`src/rtl/uctl_bank_pkg.sv`:
```
// Shared definitions for the single-bank responder: port ids, read tag layout
// and the supported SRAM read-latency ceiling.
package uctl_bank_pkg;

    localparam int unsigned RD_LAT_MAX = 4;

    typedef enum logic {
        PORT_BUS = 1'b0,
        PORT_DMA = 1'b1
    } port_e;

    typedef struct packed {
        logic  valid;
        port_e port;
    } rd_tag_t;

endpackage

```
`src/rtl/uctl_bank_rd_pipe.sv`:
```
// Read-tag shift register; o_tag lines up with the cycle in which the SRAM
// read data for that tag is present on sram_rData.
module uctl_bank_rd_pipe
    import uctl_bank_pkg::*;
#(
    parameter int unsigned RD_LAT = 1
) (
    input  logic    i_clk,
    input  logic    i_rst_n,
    input  rd_tag_t i_tag,
    output rd_tag_t o_tag
);

    localparam int unsigned DEPTH = RD_LAT + 1;

    rd_tag_t [DEPTH-1:0] r_stage;

    always_ff @(posedge i_clk or negedge i_rst_n) begin
        if (!i_rst_n) begin
            r_stage <= '0;
        end else begin
            r_stage <= {r_stage[DEPTH-2:0], i_tag};
        end
    end

    assign o_tag = r_stage[RD_LAT];

endmodule

```
`src/rtl/uctl_bank_resp.sv`:
```
// Single-bank responder: round-robin arbitration between bus and DMA ports onto
// one single-port SRAM, with in-order read-data return per port.
module uctl_bank_resp
    import uctl_bank_pkg::*;
#(
    parameter int unsigned ADDR_W = 10,
    parameter int unsigned DATA_W = 32,
    parameter int unsigned RD_LAT = 1
) (
    input  logic                  uctl_clk,
    input  logic                  uctl_rst_n,
    input  logic                  uctl_bankReq,
    input  logic                  uctl_bankWr,
    input  logic [ADDR_W-1:0]     uctl_bankAddr,
    input  logic [DATA_W-1:0]     uctl_bankWrData,
    input  logic [DATA_W/8-1:0]   uctl_bankByteEn,
    output logic                  uctl_bankAck,
    output logic                  uctl_bankDVl,
    output logic [DATA_W-1:0]     uctl_bankRdData,
    input  logic                  dma_req,
    input  logic                  dma_wr,
    input  logic [ADDR_W-1:0]     dma_addr,
    input  logic [DATA_W-1:0]     dma_wrData,
    input  logic [DATA_W/8-1:0]   dma_byteEn,
    output logic                  dma_ack,
    output logic                  dma_dVl,
    output logic [DATA_W-1:0]     dma_rdData,
    output logic                  sram_cs,
    output logic                  sram_we,
    output logic [ADDR_W-1:0]     sram_addr,
    output logic [DATA_W/8-1:0]   sram_be,
    output logic [DATA_W-1:0]     sram_wData,
    input  logic [DATA_W-1:0]     sram_rData
);

    localparam int unsigned BE_W = DATA_W / 8;

    port_e              r_ptr;
    logic               r_busAck;
    logic               r_dmaAck;
    logic               r_cs;
    logic               r_we;
    logic [ADDR_W-1:0]  r_addr;
    logic [BE_W-1:0]    r_be;
    logic [DATA_W-1:0]  r_wData;
    logic               r_busDVl;
    logic               r_dmaDVl;
    logic [DATA_W-1:0]  r_busRdData;
    logic [DATA_W-1:0]  r_dmaRdData;

    logic               w_busElig;
    logic               w_dmaElig;
    logic               w_grantBus;
    logic               w_grantDma;
    logic               w_grant;
    logic               w_selWr;
    logic [ADDR_W-1:0]  w_selAddr;
    logic [DATA_W-1:0]  w_selWData;
    logic [BE_W-1:0]    w_selBe;
    rd_tag_t            w_tagIn;
    rd_tag_t            w_tagOut;

    // A port whose ack is showing this cycle is still dropping req; ignore it.
    assign w_busElig  = uctl_bankReq & ~r_busAck;
    assign w_dmaElig  = dma_req & ~r_dmaAck;
    assign w_grantBus = w_busElig & (~w_dmaElig | (r_ptr == PORT_BUS));
    assign w_grantDma = w_dmaElig & (~w_busElig | (r_ptr == PORT_DMA));
    assign w_grant    = w_grantBus | w_grantDma;

    always_comb begin
        w_selWr    = uctl_bankWr;
        w_selAddr  = uctl_bankAddr;
        w_selWData = uctl_bankWrData;
        w_selBe    = uctl_bankByteEn;
        if (w_grantDma) begin
            w_selWr    = dma_wr;
            w_selAddr  = dma_addr;
            w_selWData = dma_wrData;
            w_selBe    = dma_byteEn;
        end
        w_tagIn.valid = w_grant & ~w_selWr;
        w_tagIn.port  = w_grantDma ? PORT_DMA : PORT_BUS;
    end

    always_ff @(posedge uctl_clk or negedge uctl_rst_n) begin
        if (!uctl_rst_n) begin
            r_ptr    <= PORT_BUS;
            r_busAck <= 1'b0;
            r_dmaAck <= 1'b0;
            r_cs     <= 1'b0;
            r_we     <= 1'b0;
            r_addr   <= '0;
            r_be     <= '0;
            r_wData  <= '0;
        end else begin
            r_busAck <= w_grantBus;
            r_dmaAck <= w_grantDma;
            r_cs     <= w_grant;
            r_we     <= w_grant & w_selWr;
            if (w_grant) begin
                r_ptr   <= w_grantBus ? PORT_DMA : PORT_BUS;
                r_addr  <= w_selAddr;
                r_be    <= w_selWr ? w_selBe : '1;
                r_wData <= w_selWData;
            end
        end
    end

    uctl_bank_rd_pipe #(
        .RD_LAT (RD_LAT)
    ) u_rd_pipe (
        .i_clk   (uctl_clk),
        .i_rst_n (uctl_rst_n),
        .i_tag   (w_tagIn),
        .o_tag   (w_tagOut)
    );

    always_ff @(posedge uctl_clk or negedge uctl_rst_n) begin
        if (!uctl_rst_n) begin
            r_busDVl    <= 1'b0;
            r_dmaDVl    <= 1'b0;
            r_busRdData <= '0;
            r_dmaRdData <= '0;
        end else begin
            r_busDVl <= w_tagOut.valid & (w_tagOut.port == PORT_BUS);
            r_dmaDVl <= w_tagOut.valid & (w_tagOut.port == PORT_DMA);
            if (w_tagOut.valid && (w_tagOut.port == PORT_BUS)) begin
                r_busRdData <= sram_rData;
            end
            if (w_tagOut.valid && (w_tagOut.port == PORT_DMA)) begin
                r_dmaRdData <= sram_rData;
            end
        end
    end

    assign uctl_bankAck    = r_busAck;
    assign uctl_bankDVl    = r_busDVl;
    assign uctl_bankRdData = r_busRdData;
    assign dma_ack         = r_dmaAck;
    assign dma_dVl         = r_dmaDVl;
    assign dma_rdData      = r_dmaRdData;
    assign sram_cs         = r_cs;
    assign sram_we         = r_we;
    assign sram_addr       = r_addr;
    assign sram_be         = r_be;
    assign sram_wData      = r_wData;

endmodule

```
`config.mk`:
```
export PLATFORM = sky130hd
export DESIGN_NAME = uctl_bank_resp
export DESIGN_NICKNAME = d
export VERILOG_FILES = /design/src/rtl/uctl_bank_pkg.sv /design/src/rtl/uctl_bank_rd_pipe.sv /design/src/rtl/uctl_bank_resp.sv
export SDC_FILE = /design/constraint.sdc
export NUM_CORES = 1
export LEC_CHECK = 0
export BUFFER_PORTS_ARGS = -buffer_cell sky130_fd_sc_hd__buf_2
export CORE_MARGIN = 10
export CORE_UTILIZATION = 49
export DETAILED_ROUTE_END_ITERATION = 8
export PLACE_DENSITY_LB_ADDON = 0.08
export SKIP_CTS_REPAIR_TIMING = 1
export SYNTH_ARGS = -nofsm -noshare
export SYNTH_HDL_FRONTEND = slang
export SYNTH_SLANG_ARGS = --single-unit
```
`constraint.sdc`:
```
create_clock -name uctl_clk -period 2.2 [get_ports uctl_clk]
set_clock_uncertainty 0.05 [all_clocks]
set_input_delay 0.11 -clock uctl_clk [delete_from_list [all_inputs] [get_ports uctl_clk]]
set_output_delay 0.11 -clock uctl_clk [all_outputs]
set_load 0.01 [all_outputs]
```
== Word level (Yosys, flattened, before mapping) ==
Cells that the tools add are included.
Storage, ports and cells
  word-level logic and storage cells: 43
  register bits after elaboration: 121
Cells by class
  reductions and logical operators: 2
  mux-type cells: 7
  bitwise logic cells: 18
Operators with widths (number)
  $mux 32: 1
  $mux 10: 1
  $and 1x1->1: 8
  $mux 4: 2
  $not 1->1: 7
  $mux 1: 3
  $or 1x1->1: 3
  $logic_and 1x1->1: 2

== Longest topological paths before layout ==
  depth in word-level cells: 8
  gate-level depth with buffers: 5
  gate-level depth less buffers: 3

== Modules after synthesis ==
Synthesis repeated with hierarchy kept, for this count alone.
Second synthesis, totals
  cell total of the unflattened synthesis: 332
  area, all modules: 4894.7 um2
Modules (own cells, without submodules)
  uctl_bank_resp: area an instance 4779.6 um2, sequential area each 2927.8 um2, cells an instance 326, times used 1
  uctl_bank_rd_pipe: area an instance 115.1 um2, sequential area each 100.1 um2, cells an instance 6, times used 1

== Worst setup path after synthesis ==
Ideal clock, no wire load.
  path kind: register -> register
  start: register r_busAck, in the netlist uctl_bankAck
  end: register r_addr[0], in the netlist sram_addr[0]
  stages on the path, launching flop included: 6
  data arrival time: 1.207 ns
  path buffers: 2
  required time: 2.027 ns
  clock period less this slack: 1.380 ns
  library setup time: 0.123 ns
  path slack: 0.820 ns
  cell sequence: dfrtp_1 -> and2b_4 -> buf_6 -> nand2_4 -> buf_6 -> o221a_1
Between the ends
  cells in the longest elaborated chain, start to end: 6
Ends and longest elaborated chain
  start, declared: line uctl_bank_resp.sv:39  | logic r_busAck;
  start signal, assigned: line uctl_bank_resp.sv:96  | r_busAck <= w_grantBus;
  $not 1->1 *: line uctl_bank_resp.sv:64  | assign w_busElig = uctl_bankReq & ~r_busAck;
  $and 1x1->1 *: line uctl_bank_resp.sv:64
  $not 1->1: line uctl_bank_resp.sv:67  | assign w_grantDma = w_dmaElig & (~w_busElig | (r_ptr == PORT_DMA));
  $or 1x1->1: line uctl_bank_resp.sv:67
  $and 1x1->1: line uctl_bank_resp.sv:67
  $mux 10 or $or 1x1->1 (tied branches): line uctl_bank_resp.sv:75, uctl_bank_resp.sv:68
  end signal, assigned: line uctl_bank_resp.sv:102  | r_addr <= w_selAddr;
  end, declared: line uctl_bank_resp.sv:43  | logic [ADDR_W-1:0] r_addr;
Every way passes the cells marked *; elsewhere a longest branch is shown, timed or not.
A chain may end at the register's enable or synchronous reset.

== Worst setup path after layout ==
  start: register r_busAck, in the netlist uctl_bankAck
  end: register r_wData[2], in the netlist sram_wData[2]
Between the ends
  cells in the longest elaborated chain, start to end: 6
Ends and longest elaborated chain
  $not 1->1 *: line uctl_bank_resp.sv:64
  $and 1x1->1 *: line uctl_bank_resp.sv:64
  $not 1->1: line uctl_bank_resp.sv:67
  $or 1x1->1: line uctl_bank_resp.sv:67
  $and 1x1->1: line uctl_bank_resp.sv:67
  $mux 32 or $or 1x1->1 (tied branches): line uctl_bank_resp.sv:75, uctl_bank_resp.sv:68
  end signal, assigned: line uctl_bank_resp.sv:104  | r_wData <= w_selWData;
  end, declared: line uctl_bank_resp.sv:45  | logic [DATA_W-1:0] r_wData;
Marks and branches as above.

==> reports/results.txt <==
Status: completed
Yosys warns: 0
Initial Utilization: 0.4986
DIE WIDTH: 119.5 µm
Post-synth top cells: dfrtp_1, mux2_2, or3_1, o221a_1, buf_2
Syn nets: 450
Clk_lat worst skew: 0.50 ns
Synth area leaders: dfrtp_1, mux2_2, o221a_1, or3_1, buf_6
Synth cell types: 24
R2r startpoint: uctl_bankAck
Top-count cell post-synth: dfrtp_1
Tmin final: 1.961 ns
Grt met2 use: 0.3318
Ys async rst share: 1.000
Worst-path clk slew: 0.06 ns
Layer with the highest usage: met2
Crit start category: register
First-pass GRT wire length: 22,370 µm
Largest net degree at the start of global routing: 46
Num rows: 36
Max-cap violations: 0
Share of power burned in combinational logic: 0.303
Yosys reg bits: 120
Largest fanout on the critical path: 45
Routed vias: 4,435
Post-Syn Instances: 320
Setup Total Neg Slack: 0 ns
Max VDD drop: 535.2 µV
Cts bufs inserted: 17
DR WL/cell: 20.45 µm
Layout fillers: 545
Core Util, Final: 0.8232
Final WL: 17,320 µm
GRT Total Usage: 0.1982
Die Ht: 119.5 µm
Post-Syn Area: 4851 µm²
GRT overflow: 0
Die area: 14,280 µm²
Worst setup EP type: register
DRC: 0
Rel. slew slack: 0.1926
Final Max Tran Viols: 0
Area leader, netlist: dfrtp_1
Clock Path Buffers: 2
NumNets Final: 825
WS Path Type: reg2reg
P&R area growth vs syn: 65.10%
Clk sinks: 120
Vias/cell: 5.236
Final hold vios: 0
Worst Path Arrival: 2.34 ns
Int Power: 5.868 mW
GR Layer Usage met3: 0.09705
Fmax: 510.0 MHz
Part of the power in registers: 0.388
Number of flops mapped to enable cells by yosys: 0
Path depth of the worst reg2reg path: 3
Net Sw Power: 2.565 mW
CTS tree: yes
Final HPWL from detailed placement: 10,740 µm
Switching fraction of total power: 0.3042
I/O Buffers: 245
Static Leak: 3.699 nW
Worst reg2reg endpoint: sram_wData[2]
Number of detailed-route iterations in the first pass: 4
Syn_area_per_cell: 15.16 µm²
H-tree depth: 4
Met1 usage: 0.2168
Initial antenna violation count: 6
Ys flop type: dfrtp_1
RSZ-0062 raised after global routing: no
# IOs: 246
Register area share after synthesis: 0.6190
Total power: 8.433 mW
HP Class: in2async
Core footprint: 9729 µm²
Vias in the first global route: 4,164
Share of cells above drive strength 1: 0.5113
Slew @ Worst Pin: 1.207 ns
Initial detailed-routing violation count: 225
Power per cell area: 1053 nW/µm²
Clock Tree Root: clkbuf_8
Setup slack, reg-to-reg: 0.24 ns
Final setup viols: 0
Routability cong.: 0.7647
Remaining antenna violation count: 0
Clock share of power: 0.309
Top-area cell type share of the netlist area: 0.6190
Final period util: 0.8913
Crit path required time: 2.58 ns
[metrics by stage]
step / area, µm² / hold slack, ns / std cells / setup slack [ns]
finish: 8009 / 0.04142 / 847 / 0.2392
global route: 8009 / 0.06245 / 847 / 0.1540
CTS: 6713 / -0.5065 / 713 / 0.2607
detailed placement: 6151 / 0.04063 / 681 / 0.2847
global placement: 6151 / 0.03056 / 681 / 0.3204
floorplan: 4851 / -0.2356 / 320 / 0.8197
[worst max-delay path: stages (launching register included)]
cell and delay, ns:
dfrtp_1 0.38, nand2b_4 0.17, o21ai_4 0.91, o221a_1 0.36
[worst max path at each step]
stage	start	endpoint	slack (ns)	depth (start not counted)
2_1_floorplan	uctl_bankAck	sram_addr[0]	0.82	5
3_3_place_gp	uctl_bankAck	sram_wData[19]	0.32	3
3_5_place_dp	uctl_bankAck	sram_wData[2]	0.28	3
4_1_cts	uctl_bankAck	sram_wData[25]	0.26	3
5_1_grt	uctl_bankAck	sram_wData[2]	0.15	3
6_report	uctl_bankAck	sram_wData[2]	0.24	3
[power by group through the flow]
stage,clock network (mW),registers [mW],logic [mW]
final,2.61,3.28,2.55
after global routing,2.74,3.37,2.74
after CTS,2.64,3.26,2.38
after detailed placement,0,3.28,2.37
after global placement,0,3.26,2.32
after floorplan,0,3.62,0.899
[state kept, by name (all words and copies together), names as in the netlist]
| name | flops |
|---|---|
| sram_be | 4 |
| sram_cs | 1 |
| uctl_bankAck | 1 |
| uctl_bankRdData | 32 |
| u_rd_pipe.o_tag | 2 |
| dma_ack | 1 |
| dma_rdData | 32 |
| uctl_bankDVl | 1 |
| sram_we | 1 |
| sram_wData | 32 |
| sram_addr | 10 |
| r_ptr | 1 |
| u_rd_pipe.r_stage | 1 |
| dma_dVl | 1 |
[cells by family after synthesis]
| family | Yosys count | synth area share |
|---|---|---|
| flops | 120 | 0.6190 |
| simple gates | 56 | 0.07557 |
| buf+inv | 29 | 0.03921 |
| mux | 64 | 0.1486 |
| compound gates | 51 | 0.1176 |
[area by class of cell]
type                       count  area (µm²)  area share
antenna                        6       15.01    0.001875
clock buffer                  19       431.7     0.05390
clock inverter                13       130.1     0.01625
inverter                       4       15.01    0.001875
multi-input combinational    171        1665      0.2079
sequential                   120        3003      0.3749
tap                          133       166.4     0.02078
timing repair buffer         381        2582      0.3225
[routing by layer]
metal	vias up	part of all wire
met5	-	0
met4	0	0.025
met3	34	0.090
met2	225	0.52
met1	2201	0.37
li1	1975	-
[cell usage in the layout (no fill, tap or decap), drive strengths merged, types with 2 or more instances in the layout]
master,n
clkbuf,19
or3,46
clkinv,5
nand2,3
inv,4
o221a,46
mux2,64
dfrtp,120
bufinv,2
diode,6
dlygate4sd3,128
nor2b,2
buf,253
clkinvlp,6
Power figures use the tool's default switching activity.
